--- src/rtl/imem_loader.sv ---
// Byte-stream instruction loader: frames {count, words, xor checksum} into 16-bit imem writes.
// Write lands the cycle after INSTR_LO is accepted; in_ready drops outside an active frame.
module imem_loader #(
  parameter int DEPTH  = 1024,
  parameter int ADDR_W = 10
) (
  input  logic              clock,
  input  logic              reset,
  input  logic              start,
  input  logic              in_valid,
  input  logic [7:0]        in_data,
  output logic              in_ready,
  output logic              imem_we,
  output logic [ADDR_W-1:0] imem_addr,
  output logic [15:0]       imem_wd,
  output logic              cpu_hold,
  output logic              busy,
  output logic              done,
  output logic              error,
  output logic [ADDR_W:0]   words_loaded
);

  typedef enum logic [2:0] {
    S_IDLE, S_CNT_HI, S_CNT_LO, S_DATA_HI, S_DATA_LO, S_CSUM, S_DONE, S_ERROR
  } state_t;

  localparam logic [15:0] DEPTH16 = 16'(DEPTH);

  state_t          state, state_nxt;
  logic            fire, go;
  logic [7:0]      cnt_hi, hi_byte, acc;
  logic [15:0]     n_word;
  logic [ADDR_W:0] count, wl_inc;

  assign n_word = {cnt_hi, in_data};
  assign wl_inc = words_loaded + {{ADDR_W{1'b0}}, 1'b1};
  assign fire   = in_valid & in_ready;

  always_comb begin
    in_ready = 1'b0;
    go       = 1'b0;
    case (state)
      S_CNT_HI, S_CNT_LO, S_DATA_HI, S_DATA_LO, S_CSUM: in_ready = 1'b1;
      default: go = start;
    endcase
    busy     = in_ready;
    cpu_hold = (state != S_DONE);
    done     = (state == S_DONE);
    error    = (state == S_ERROR);
  end

  always_comb begin
    state_nxt = state;
    case (state)
      S_IDLE, S_DONE, S_ERROR: if (go) state_nxt = S_CNT_HI;
      S_CNT_HI:  if (fire) state_nxt = S_CNT_LO;
      S_CNT_LO: begin
        if (fire) begin
          if (n_word > DEPTH16)    state_nxt = S_ERROR;
          else if (n_word == 16'd0) state_nxt = S_CSUM;
          else                      state_nxt = S_DATA_HI;
        end
      end
      S_DATA_HI: if (fire) state_nxt = S_DATA_LO;
      S_DATA_LO: if (fire) state_nxt = (wl_inc == count) ? S_CSUM : S_DATA_HI;
      S_CSUM:    if (fire) state_nxt = (in_data == acc) ? S_DONE : S_ERROR;
      default:   state_nxt = S_IDLE;
    endcase
  end

  always_ff @(posedge clock or posedge reset) begin
    if (reset) state <= S_IDLE;
    else       state <= state_nxt;
  end

  // Count bytes are excluded from the checksum; only instruction bytes fold into acc.
  always_ff @(posedge clock or posedge reset) begin
    if (reset) begin
      imem_we      <= 1'b0;
      imem_addr    <= '0;
      imem_wd      <= '0;
      words_loaded <= '0;
      cnt_hi       <= '0;
      hi_byte      <= '0;
      acc          <= '0;
      count        <= '0;
    end else begin
      imem_we <= 1'b0;
      if (go) begin
        words_loaded <= '0;
        acc          <= '0;
      end
      if (fire) begin
        case (state)
          S_CNT_HI: cnt_hi <= in_data;
          S_CNT_LO: count  <= n_word[ADDR_W:0];
          S_DATA_HI: begin
            hi_byte <= in_data;
            acc     <= acc ^ in_data;
          end
          S_DATA_LO: begin
            imem_we      <= 1'b1;
            imem_addr    <= words_loaded[ADDR_W-1:0];
            imem_wd      <= {hi_byte, in_data};
            words_loaded <= wl_inc;
            acc          <= acc ^ in_data;
          end
          default: ;
        endcase
      end
    end
  end

endmodule
--- config.mk ---
export PLATFORM = sky130hd
export DESIGN_NAME = imem_loader
export DESIGN_NICKNAME = d
export VERILOG_FILES = /design/src/rtl/imem_loader.sv
export SDC_FILE = /design/constraint.sdc
export NUM_CORES = 1
export LEC_CHECK = 0
export BUFFER_PORTS_ARGS = -buffer_cell sky130_fd_sc_hd__buf_2
export CORE_MARGIN = 8
export CORE_UTILIZATION = 35
export DETAILED_ROUTE_END_ITERATION = 7
export SYNTH_ARGS = -nofsm -noshare
export SYNTH_HDL_FRONTEND = slang
export SYNTH_SLANG_ARGS = --single-unit
--- constraint.sdc ---
create_clock -name clock -period 2.22 [get_ports clock]
set_input_delay 0.111 -clock clock [delete_from_list [all_inputs] [get_ports clock]]
set_output_delay 0.111 -clock clock [all_outputs]
set_load 0.005 [all_outputs]
==> out/qor_table.md <==
| Parameter | Reported |
| --- | --- |
| Met3 GRT Util | 0.0533 |
| Mean area per synthesized cell | 9.50 um2 |
| Capture point of the worst path | state[2] |
| Met2 usage | 0.214 |
| Number of endpoints with negative hold slack in the final report | 0 |
| Std cell rows | 37 |
| Hold/Removal Path Class | in -> reg |
| Hold Slack | 49.4 ps |
| Detail Placement HPWL | 6080 um |
| CTS HTree Levels | 3 |
| Overall Global Routing Usage | 0.133 |
| Max-slew headroom at the worst pin | 0.468 |
| Count of endpoints failing setup in the final report | 0 |
| Share of final-layout standard cells stronger than drive strength 1 | 0.279 |
| Total via count in the routed design | 2941 |
| Reg-to-reg critical path startpoint | words_loaded[0] |
| Number of placed cells counting well taps | 569 |
| Max Buffers Root-to-Sink | 2 |
| Met1 track utilization from global routing | 0.161 |
| Final estimated routing congestion in global placement | 0.837 |
| Post-layout util | 0.433 |
| Via count of the first global-routing pass | 2985 |
| Leftover overflow at the end of global routing | 0 |
| Synth Cell Area | 3670 um2 |
| Area of the placeable core | 10200 um2 |
| Count of unique library cells instantiated by Yosys | 46 |
| IO Pins | 55 |
| Die Area | 14000 um2 |
| Die Height | 118 um |
| Power per cell area | 1160 nW/um2 |
| CTS buffer count | 9 |
| Ys Warns | 0 |
| Post-route minimum period | 2170 ps |
| Nets@finish | 461 |
| Number of sinks handled by clock tree synthesis | 76 |
| First-pass detailed-route iteration total | 5 |
| Critical Path RT | 2500 ps |
| Fraction of registers with async set or reset after synthesis | 1.00 |
| Worst Setup Slack, final | 45.6 ps |
| Wire length of the first global-routing pass | 15100 um |
| Max_cap viols | 0 |
| Number of fillers in the final layout | 1000 |
| Predominant post-synthesis flop cell | sky130_fd_sc_hd__dfrtp_1 |
| Reg2Reg Capture Point | state[2] |
| DIE WIDTH | 118 um |
| Worst setup EP type | flip-flop |
| Clk_lat worst skew | 350 ps |
| Largest stage delay, worst path | 500 ps |
| R2R Setup Slk | 50 ps |
| Type of the setup path with the least slack | reg -> reg |
| Area occupied by registers | 1900 um2 |
| Critical Path Source | words_loaded[0] |
| Worst ir drop on vdd | 0.471 mV |
| Average routed wire per standard cell | 15.3 um |
| Actual slew at the worst max-slew pin | 795 ps |
| Routed Wire Length | 8960 um |
| Most common library cell in the layout ignoring fill and taps | sky130_fd_sc_hd__nand2_1 |
| Max Fanout on Critical Path | 3 |
| CTS root buf | sky130_fd_sc_hd__clkbuf_8 |
| Number of synthesized flops with an enable pin | 0 |
| Detailed-route DRC error count | 0 |
| Total design power | 5.16 mW |
| CP cell instances | buf_6 -> and4_4 -> nand2_4 -> xnor2_2 -> or4_4 -> or4_4 -> o21ai_2 |
| Antenna violations before repair | 0 |
| Ratio of routed vias to standard cells | 5.01 |
| Portion of the clock cycle consumed by the worst path in the final layout | 0.979 |
| Number of cells traversed by the worst hold path | 3 |
| Number of inserted diodes | 0 |
| Total of flip-flops plus latches after synthesis | 76 |
| IO buf count | 54 |
| Clock transition time at the flip-flop clock pins of the worst setup and hold paths | 90 ps |
| Worst setup slack after placement | -15.3 ps |
| Clock Skews | 8.27 ps |
| Status | finished clean |
| Proportion of synthesized chip area in sequential cells | 0.519 |
| Initial detailed-routing violation count | 191 |
| P&R area growth vs syn | 20.8% |
| P_leak | 2.18 nW |
| Arrival time at the worst endpoint | 2460 ps |
| Clock tree from TritonCTS | yes |
| Cell Count, Final, Fillers Out | 587 |
| Total area of multi-input combinational cells | 1670 um2 |
| Max Transition Viols Final | 0 |
| Global-route layer with the greatest usage | met2 |
| Dominant cell type by count on the critical path | sky130_fd_sc_hd__or4_4 |
| Type of origin of the critical path | flip-flop |
| Fmax achieved | 460 MHz |
| Worst reg2reg path depth | 7 |
| Post-Syn Instances | 386 |
| Initial core utilization | 0.358 |
| Leading cell types in the layout, fill and taps excluded | 95 x sky130_fd_sc_hd__nand2_1, 74 x sky130_fd_sc_hd__dfrtp_1, 54 x sky130_fd_sc_hd__buf_2, 32 x sky130_fd_sc_hd__o21ai_0, 25 x sky130_fd_sc_hd__mux2_2 |
| Library cell contributing the largest single delay on the critical path | sky130_fd_sc_hd__or4_4 |
| Maximum number of pins on one net before global-route repair | 77 |
| Final ANT Viol Nets | 0 |
| Number of nets in the synthesized netlist | 400 |
repair_timing:
| item | in CTS | in global routing |
|---|---|---|
| pin swaps | 2 | 5 |
| hold buffers | 1 | 0 |
| hold endpoints to repair | 76 | 0 |
| gates resized for setup | 5 | 7 |
| setup buffers | 1 | 1 |
| endpoints found under the setup margin | 1 | 1 |
| cloned | 0 | 0 |
worst min path at each step:
stage	slack (ps)	start	to
5_1_grt	40	in_data[5]	imem_wd[5]
3_5_place_dp	240	reset	imem_addr[3]
3_3_place_gp	230	reset	imem_addr[3]
6_report	50	in_data[3]	imem_wd[3]
2_1_floorplan	220	in_data[0]	imem_wd[0]
4_1_cts	40	in_data[3]	imem_wd[3]
report_power, final:
part	total, mW	switching, mW	internal, mW
combinational	1.78	0.905	0.876
clock	1.16	0.529	0.628
sequential	2.22	0.358	1.86
total	5.16	1.79	3.37
layout make-up:
type                       count  area share
clock buffer                   9      0.0280
clock inverter                 6      0.0203
inverter                      13      0.0110
multi-input combinational    275       0.377
sequential                    76       0.430
tap                          136      0.0384
timing repair buffer          72      0.0957
metrics by stage:
stage	area [um2]	setup TNS (ps)
final	4430	0
after global routing	4430	-4.04
after CTS	4390	0
after detailed placement	4140	-15.3
after global placement	4140	0
after floorplan	3670	0
critical path, delay by kind of cell (launching register included):
| kind | cells | cell delay [ps] |
|---|---|---|
| buffers and inverters | 1 | 130 |
| and+or+nand+nor | 4 | 1290 |
| xor gates and xnor gates | 1 | 130 |
| DFF | 1 | 420 |
| AOI/OAI and AO/OA | 1 | 130 |
synth_stat cells (5+ instances only):
master,n,area (um2)
sky130_fd_sc_hd__a21oi_1,5,25.0
sky130_fd_sc_hd__a22o_1,9,78.8
sky130_fd_sc_hd__clkbuf_1,16,60.1
sky130_fd_sc_hd__dfrtp_1,76,1900
sky130_fd_sc_hd__inv_1,13,48.8
sky130_fd_sc_hd__mux2_2,25,282
sky130_fd_sc_hd__nand2_1,95,357
sky130_fd_sc_hd__nand3_1,8,40.0
sky130_fd_sc_hd__nor2_1,20,75.1
sky130_fd_sc_hd__nor2b_1,8,50.1
sky130_fd_sc_hd__nor3_1,8,40.0
sky130_fd_sc_hd__nor4_1,5,31.3
sky130_fd_sc_hd__o21ai_0,32,160
sky130_fd_sc_hd__xnor2_1,9,78.8
sky130_fd_sc_hd__xor2_1,6,52.6
layer usage:
metal	vias to the layer above	share of wire
met4	0	0.0070
met3	6	0.051
met5	-	0
li1	1432	-
met1	1436	0.45
met2	67	0.49
cell families (layout without fill, tap and decap cells):
kind of cell,count (synthesis),after routing,synth area share
adders and majority gates,2,2,0.00682
muxes,27,27,0.0822
buffers and inverters,35,100,0.0396
and+or+nand+nor,167,167,0.208
AOI/OAI and AO/OA,64,64,0.109
DFF,76,76,0.519
xor gates and xnor gates,15,15,0.0358
registers in the layout, indices dropped and copies added (netlist names):
register,cells
state,3
acc,8
hi_byte,8
cnt_hi,8
imem_addr,10
count,11
imem_wd,16
imem_we,1
words_loaded,11
No activity file was read; power rests on OpenSTA's default activity.
